## src/rtl/imm_rotate_encoder.sv

```systemverilog
// rtl/imm_rotate_encoder.sv - searches the ARM imm8/rotate immediate form of a 32-bit constant
//
// Purpose:
//   Multi-cycle inverse of the barrel shifter immediate path. Finds imm8 and
//   rotate such that value == ROR(imm8, 2*rotate). One rotate candidate is
//   tested per cycle, rotate 0..15 in ascending order. The first hit wins, so
//   the result has the minimum rotate.
//
// Optional feature (macro IMM_ENC_INVERT_EN):
//   Adds a second pass over ~value, for the MVN/BIC form, and reports it on
//   out_Inverted. Without the macro there is a single pass, and out_Inverted
//   is tied low.
//
// Ports:
//   in_Clk        clock, rising edge
//   in_Rst_N      asynchronous active-low reset
//   in_Value      constant to encode, sampled on acceptance
//   in_Valid      request strobe
//   out_Ready     idle and able to accept a request
//   out_Valid     result available, held until consumed
//   in_Ready      consumer accepts the result
//   out_Found     an encoding exists
//   out_Imm8      encoded immediate (0 when not found)
//   out_Rotate    encoded rotate field (0 when not found)
//   out_Inverted  encoding is of ~in_Value

module imm_rotate_encoder (
    input  logic        in_Clk,
    input  logic        in_Rst_N,
    input  logic [31:0] in_Value,
    input  logic        in_Valid,
    output logic        out_Ready,
    output logic        out_Valid,
    input  logic        in_Ready,
    output logic        out_Found,
    output logic [7:0]  out_Imm8,
    output logic [3:0]  out_Rotate,
    output logic        out_Inverted
);

    localparam int WordWidth = 32;

    typedef enum logic [1:0] {
        S_IDLE   = 2'd0,
        S_SEARCH = 2'd1,
        S_DONE   = 2'd2
    } state_t;

    state_t               r_State,    w_State_Nxt;
    logic [WordWidth-1:0] r_Val,      w_Val_Nxt;
    logic [3:0]           r_Rot,      w_Rot_Nxt;
    logic                 r_Found,    w_Found_Nxt;
    logic [7:0]           r_Imm8,     w_Imm8_Nxt;
    logic [3:0]           r_Rotate,   w_Rotate_Nxt;
    logic                 r_Inverted, w_Inverted_Nxt;

    logic                 w_Pass;
    logic                 w_Last_Pass;
    logic [WordWidth-1:0] w_Src;
    logic [4:0]           w_Shl;
    logic [5:0]           w_Shr;
    logic [WordWidth-1:0] w_Cand;
    logic                 w_Hit;

`ifdef IMM_ENC_INVERT_EN
    logic r_Pass, w_Pass_Nxt;
    assign w_Pass      = r_Pass;
    assign w_Last_Pass = r_Pass;
`else
    assign w_Pass      = 1'b0;
    assign w_Last_Pass = 1'b1;
`endif

    // Candidate = ROL(source, 2*rot). When the shift is 0, the right shift
    // by 32 yields 0, so the OR reduces to the source itself.
    assign w_Src  = w_Pass ? ~r_Val : r_Val;
    assign w_Shl  = {r_Rot, 1'b0};
    assign w_Shr  = 6'd32 - {1'b0, w_Shl};
    assign w_Cand = (w_Src << w_Shl) | (w_Src >> w_Shr);
    assign w_Hit  = (w_Cand[WordWidth-1:8] == '0);

    always_comb begin
        w_State_Nxt    = r_State;
        w_Val_Nxt      = r_Val;
        w_Rot_Nxt      = r_Rot;
        w_Found_Nxt    = r_Found;
        w_Imm8_Nxt     = r_Imm8;
        w_Rotate_Nxt   = r_Rotate;
        w_Inverted_Nxt = r_Inverted;
`ifdef IMM_ENC_INVERT_EN
        w_Pass_Nxt     = r_Pass;
`endif
        case (r_State)
            S_IDLE: begin
                if (in_Valid) begin
                    w_Val_Nxt   = in_Value;
                    w_Rot_Nxt   = 4'd0;
`ifdef IMM_ENC_INVERT_EN
                    w_Pass_Nxt  = 1'b0;
`endif
                    w_State_Nxt = S_SEARCH;
                end
            end
            S_SEARCH: begin
                if (w_Hit) begin
                    w_Imm8_Nxt     = w_Cand[7:0];
                    w_Rotate_Nxt   = r_Rot;
                    w_Found_Nxt    = 1'b1;
                    w_Inverted_Nxt = w_Pass;
                    w_State_Nxt    = S_DONE;
                end else if (r_Rot != 4'd15) begin
                    w_Rot_Nxt = r_Rot + 4'd1;
                end else if (w_Last_Pass) begin
                    w_Imm8_Nxt     = 8'd0;
                    w_Rotate_Nxt   = 4'd0;
                    w_Found_Nxt    = 1'b0;
                    w_Inverted_Nxt = 1'b0;
                    w_State_Nxt    = S_DONE;
                end else begin
                    // Plain pass exhausted: restart the rotate sweep on ~value.
                    w_Rot_Nxt  = 4'd0;
`ifdef IMM_ENC_INVERT_EN
                    w_Pass_Nxt = 1'b1;
`endif
                end
            end
            S_DONE: begin
                if (in_Ready) begin
                    w_State_Nxt = S_IDLE;
                end
            end
            default: begin
                w_State_Nxt = S_IDLE;
            end
        endcase
    end

    always_ff @(posedge in_Clk or negedge in_Rst_N) begin
        if (!in_Rst_N) begin
            r_State    <= S_IDLE;
            r_Val      <= '0;
            r_Rot      <= 4'd0;
            r_Found    <= 1'b0;
            r_Imm8     <= 8'd0;
            r_Rotate   <= 4'd0;
            r_Inverted <= 1'b0;
`ifdef IMM_ENC_INVERT_EN
            r_Pass     <= 1'b0;
`endif
        end else begin
            r_State    <= w_State_Nxt;
            r_Val      <= w_Val_Nxt;
            r_Rot      <= w_Rot_Nxt;
            r_Found    <= w_Found_Nxt;
            r_Imm8     <= w_Imm8_Nxt;
            r_Rotate   <= w_Rotate_Nxt;
            r_Inverted <= w_Inverted_Nxt;
`ifdef IMM_ENC_INVERT_EN
            r_Pass     <= w_Pass_Nxt;
`endif
        end
    end

    assign out_Ready    = (r_State == S_IDLE);
    assign out_Valid    = (r_State == S_DONE);
    assign out_Found    = r_Found;
    assign out_Imm8     = r_Imm8;
    assign out_Rotate   = r_Rotate;
    assign out_Inverted = r_Inverted;

endmodule

```

## config.mk

```make
export PLATFORM = sky130hd
export DESIGN_NAME = imm_rotate_encoder
export DESIGN_NICKNAME = d
export VERILOG_FILES = /design/src/rtl/imm_rotate_encoder.sv
export SDC_FILE = /design/constraint.sdc
export NUM_CORES = 1
export LEC_CHECK = 0
export ABC_AREA = 1
export BUFFER_PORTS_ARGS = -buffer_cell sky130_fd_sc_hd__buf_2
export CAP_MARGIN = 20
export CELL_PAD_IN_SITES_DETAIL_PLACEMENT = 0
export CELL_PAD_IN_SITES_GLOBAL_PLACEMENT = 2
export CORE_ASPECT_RATIO = 0.75
export CORE_UTILIZATION = 36
export CTS_BUF_LIST = sky130_fd_sc_hd__clkbuf_8
export DETAILED_ROUTE_END_ITERATION = 16
export PLACE_DENSITY = 0.9
export SLEW_MARGIN = 25
export SYNTH_ARGS = -nofsm -noshare
export SYNTH_HDL_FRONTEND = slang
export SYNTH_SLANG_ARGS = --single-unit
```

## constraint.sdc

```tcl
create_clock -name in_Clk -period 6.1 [get_ports in_Clk]
set_clock_uncertainty 0.15 [all_clocks]
set_input_delay 0.61 -clock in_Clk [delete_from_list [all_inputs] [get_ports in_Clk]]
set_output_delay 0.61 -clock in_Clk [all_outputs]
set_load 0.05 [all_outputs]
```

==> impl_metrics.prom <==
# TYPE chip_impl_metric gauge
chip_impl_info{name="run_status",value="complete, no violations"} 1
chip_impl_metric{name="post_route_cells_drive_above_1_share",unit="%"} 18.39
chip_impl_metric{name="per_cell_routed_wire_length",unit="microns"} 16.41
chip_impl_metric{name="hold_viol",unit=""} 0
chip_impl_info{name="ys.flop_type",value="sky130_fd_sc_hd__dfrtp_1"} 1
chip_impl_metric{name="drt-total-wl",unit="microns"} 12910
chip_impl_metric{name="number_of_antenna_violations_at_the_first_check_in_global_routing",unit=""} 0
chip_impl_metric{name="drt-vias-per-instance",unit=""} 5.596
chip_impl_info{name="cp-end-kind",value="flop"} 1
chip_impl_metric{name="dp.final_hpwl",unit="microns"} 9454
chip_impl_info{name="slowest_stage",value="sky130_fd_sc_hd__inv_1"} 1
chip_impl_metric{name="route.antenna.remaining_nets",unit=""} 0
chip_impl_metric{name="clk_path_buf_depth",unit=""} 2
chip_impl_metric{name="global_route.overflow_total",unit=""} 0
chip_impl_metric{name="layout.core_utilization",unit="%"} 40.90
chip_impl_metric{name="worst-endpoint-arrival",unit="ns"} 4.35
chip_impl_metric{name="layout_setup_ws",unit="ns"} 1.876
chip_impl_info{name="ys_top_cells_by_count",value="217 x sky130_fd_sc_hd__nand2_1, 133 x sky130_fd_sc_hd__nand3_1, 51 x sky130_fd_sc_hd__dfrtp_1"} 1
chip_impl_metric{name="place_area",unit="sq um"} 4389
chip_impl_metric{name="die_boundary_width",unit="microns"} 125.8
chip_impl_metric{name="slew_violations",unit=""} 0
chip_impl_metric{name="worstSetupPathDepth",unit=""} 20
chip_impl_metric{name="max_stage_delay",unit="ns"} 0.74
chip_impl_metric{name="final_net_count",unit=""} 684
chip_impl_info{name="worstSetupPathType",value="flop to flop"} 1
chip_impl_metric{name="skew_pair_late_insertion_delay",unit="ns"} 0.33
chip_impl_info{name="path_type_of_the_worst_min_delay_path",value="input port to async pin"} 1
chip_impl_info{name="crit_path_start_kind",value="flop"} 1
chip_impl_metric{name="drt_iter0_drc",unit=""} 497
chip_impl_metric{name="grt_use_total",unit="%"} 22.61
chip_impl_metric{name="drc_errors",unit=""} 0
chip_impl_info{name="netlist_top_cells_area",value="sky130_fd_sc_hd__dfrtp_1 31%, sky130_fd_sc_hd__nand2_1 20%, sky130_fd_sc_hd__nand3_1 16%, sky130_fd_sc_hd__mux2_2 8.2%, sky130_fd_sc_hd__nor2_1 3.3%"} 1
chip_impl_metric{name="number_of_flops_mapped_to_enable_cells_by_yosys",unit=""} 0
chip_impl_metric{name="synth_top_cell_area_share",unit="%"} 30.83
chip_impl_info{name="clk_root_buffer_cell",value="sky130_fd_sc_hd__clkbuf_8"} 1
chip_impl_metric{name="achievable-frequency",unit="GHz"} 0.2367
chip_impl_metric{name="mappedNetlistNets",unit=""} 655
chip_impl_metric{name="fillerInstances",unit=""} 1183
chip_impl_metric{name="port_buffers",unit=""} 50
chip_impl_metric{name="routed_vias",unit=""} 4404
chip_impl_metric{name="r2r.worst_path.cells",unit=""} 20
chip_impl_metric{name="ys_warn_count",unit=""} 0
chip_impl_info{name="critPathTopFamily",value="buffers and inverters"} 1
chip_impl_metric{name="synth-seq-area-share",unit="%"} 30.83
chip_impl_metric{name="final-setup-viol-count",unit=""} 0
chip_impl_metric{name="first_global_vias",unit=""} 4011
chip_impl_metric{name="post-place-ws",unit="ns"} 1.994
chip_impl_metric{name="multiInputGateArea",unit="sq um"} 2537
chip_impl_metric{name="antenna_diode_count",unit=""} 0
chip_impl_metric{name="grt_first_pass_wirelength",unit="microns"} 20960
chip_impl_metric{name="max_cap_viol_count",unit=""} 0
chip_impl_metric{name="cts.reportedPaths.clkPinSlew",unit="ns"} 0.11
chip_impl_metric{name="dieHeight",unit="microns"} 94.88
chip_impl_info{name="crit_path_frequent_cell",value="sky130_fd_sc_hd__nand2_1"} 1
chip_impl_metric{name="gp_routability_congestion",unit=""} 0.9050
chip_impl_info{name="grt_setup_unrepaired",value="false"} 1
chip_impl_metric{name="post-route-cell-area",unit="sq um"} 4526
chip_impl_metric{name="final.period_utilization",unit="%"} 69.25
chip_impl_metric{name="synth.lib_cells_used.distinct",unit=""} 33
chip_impl_metric{name="cts_max_level",unit=""} 2
chip_impl_metric{name="regArea",unit="sq um"} 1276
chip_impl_metric{name="detailedRoute.firstPassIterationCount",unit=""} 5
chip_impl_metric{name="clock_sink_count",unit=""} 51
chip_impl_metric{name="minimum_clock_period",unit="ns"} 4.224
chip_impl_metric{name="grt_max_degree",unit=""} 52
chip_impl_metric{name="floorplan.die_area",unit="sq um"} 11940
chip_impl_metric{name="synth_async_sr_flop_share",unit="%"} 100.0
chip_impl_info{name="tritoncts",value="done"} 1
chip_impl_metric{name="fin_setup_tns",unit="ns"} 0
chip_impl_metric{name="timing.critical_path.fanout_max",unit=""} 34
chip_impl_metric{name="cts_hold_repair.buffers",unit=""} 0
chip_impl_metric{name="postCtsSetupRepairBufs",unit=""} 0
chip_impl_metric{name="flop_and_latch_count_out_of_synthesis",unit=""} 51
chip_impl_metric{name="critical_path_buf_inv_count",unit=""} 6
chip_impl_metric{name="number_of_rows_created_at_floorplan",unit=""} 33
chip_impl_metric{name="cts_buffers",unit=""} 5
chip_impl_metric{name="design.portCount",unit=""} 52
chip_impl_info{name="yosysMostFrequentCell",value="sky130_fd_sc_hd__nand2_1"} 1
chip_impl_metric{name="synth.cell_area",unit="sq um"} 4140
chip_impl_metric{name="cts.repair.resized",unit=""} 0
chip_impl_metric{name="worst_slew_margin_rel",unit="%"} 35.67
chip_impl_metric{name="area.growth.synth_to_final",unit="%"} 9.308
chip_impl_metric{name="syn_area_per_cell",unit="sq um"} 6.710
chip_impl_metric{name="start_util",unit="%"} 37.42
chip_impl_metric{name="floorplan.core_area",unit="sq um"} 11070
chip_impl_info{name="synth_top_area_cell",value="sky130_fd_sc_hd__dfrtp_1"} 1
chip_impl_metric{name="required_time_of_the_worst_setup_path",unit="ns"} 6.22
chip_impl_metric{name="synthCells",unit=""} 617
chip_impl_metric{name="worstMarginPinSlew",unit="ns"} 0.9639
chip_impl_info{name="crit_chain",value="buf_4 > inv_2 > buf_4 > ha_1 > buf_4 > inv_1 > nand3_1 > nand2_1 > nand2_1 > nand2_1 > nand2_1 > nor2_1 > nand3_1 > nand2_1 > nand2_1 > nor2_4 > nand3_4 > inv_2 > nand2_1 > nand2_1"} 1
## worst paths after layout
| check | start | endpoint | slack, ns |
|---|---|---|---|
| setup / recovery | r_Rot[1] | out_Imm8[2] | 1.88 |
| hold / removal | in_Rst_N | r_Val[31] | 0.24 |
| setup reg to reg | r_Rot[1] | out_Imm8[2] | 1.88 |
| hold reg to reg | out_Imm8[4] | out_Imm8[4] | 0.35 |
| max in group asynchronous | in_Rst_N | r_Val[2] | 5.11 |
| min in group in_Clk | in_Ready | r_State[1] | 0.34 |
## per-stage QoR
stage | cells | hold slack [ns]
finish | 787 | 0.2411
global route | 787 | 0.3131
CTS | 787 | 0.2734
detailed placement | 779 | 0.3403
global placement | 779 | 0.3271
floorplan | 617 | 0.1644
## registers in the layout (all words and copies together) (netlist names)
register	count
out_Imm8	8
out_Rotate	4
out_Found	1
r_Rot	4
r_State	2
r_Val	32
## cells in the final DEF (no fill, tap or decap), types with 4 or more instances in the layout
cell                         n
sky130_fd_sc_hd__nor2_1     36
sky130_fd_sc_hd__o21ai_2     4
sky130_fd_sc_hd__mux2_2     30
sky130_fd_sc_hd__o211ai_1    5
sky130_fd_sc_hd__clkbuf_8    5
sky130_fd_sc_hd__a21oi_1    24
sky130_fd_sc_hd__nand4_1     6
sky130_fd_sc_hd__inv_1      19
sky130_fd_sc_hd__buf_2      50
sky130_fd_sc_hd__o21ai_1     5
sky130_fd_sc_hd__and2_1      4
sky130_fd_sc_hd__buf_4       7
sky130_fd_sc_hd__inv_2       7
sky130_fd_sc_hd__nand3_1   133
sky130_fd_sc_hd__nand2_1   217
sky130_fd_sc_hd__o221ai_1    4
sky130_fd_sc_hd__o31ai_1     4
sky130_fd_sc_hd__nand2_2     7
sky130_fd_sc_hd__dfrtp_1    51
sky130_fd_sc_hd__o21ai_0    11
## worst register-to-register path, delay by kind of cell, from the launching register on
| family | cells | cell delay, ns |
|---|---|---|
| fa+ha+maj | 1 | 0.31 |
| simple gates | 13 | 1.43 |
| flops | 1 | 0.37 |
| buf+inv | 6 | 1.90 |
## per-layer routing
| layer | track usage, % | wire length [microns] | up-vias |
|---|---|---|---|
| met2 | 33.24 | 5258 | 170 |
| met5 | 0 | 0 | - |
| met3 | 5.212 | 993 | 20 |
| met4 | 7.028 | 234 | 0 |
| met1 | 32.57 | 6426 | 2085 |
| li1 | - | - | 2129 |
## layout make-up
type	count	share of cell area, %
inverters	26	2.156
clock buffers	5	1.521
multi-input cells	505	56.07
clock inverters	3	1.493
repair buffers	57	6.691
well taps	140	3.871
flip-flops and latches	51	28.20
## cell families (layout without fill, tap and decap cells)
kind of cell	after synthesis	in the layout	share of synthesized area [%]
compound gates	60	60	8.764
xor+xnor	2	2	0.6046
fa+ha+maj	2	2	0.6043
buf+inv	61	91	7.888
flops	51	51	30.82
mux	30	30	8.159
other cells	1	1	0.09057
simple gates	410	410	43.06
Power is left out: the tool's default activity adds up to more than one toggle a clock period on the data nets, which glitch-free logic cannot reach.
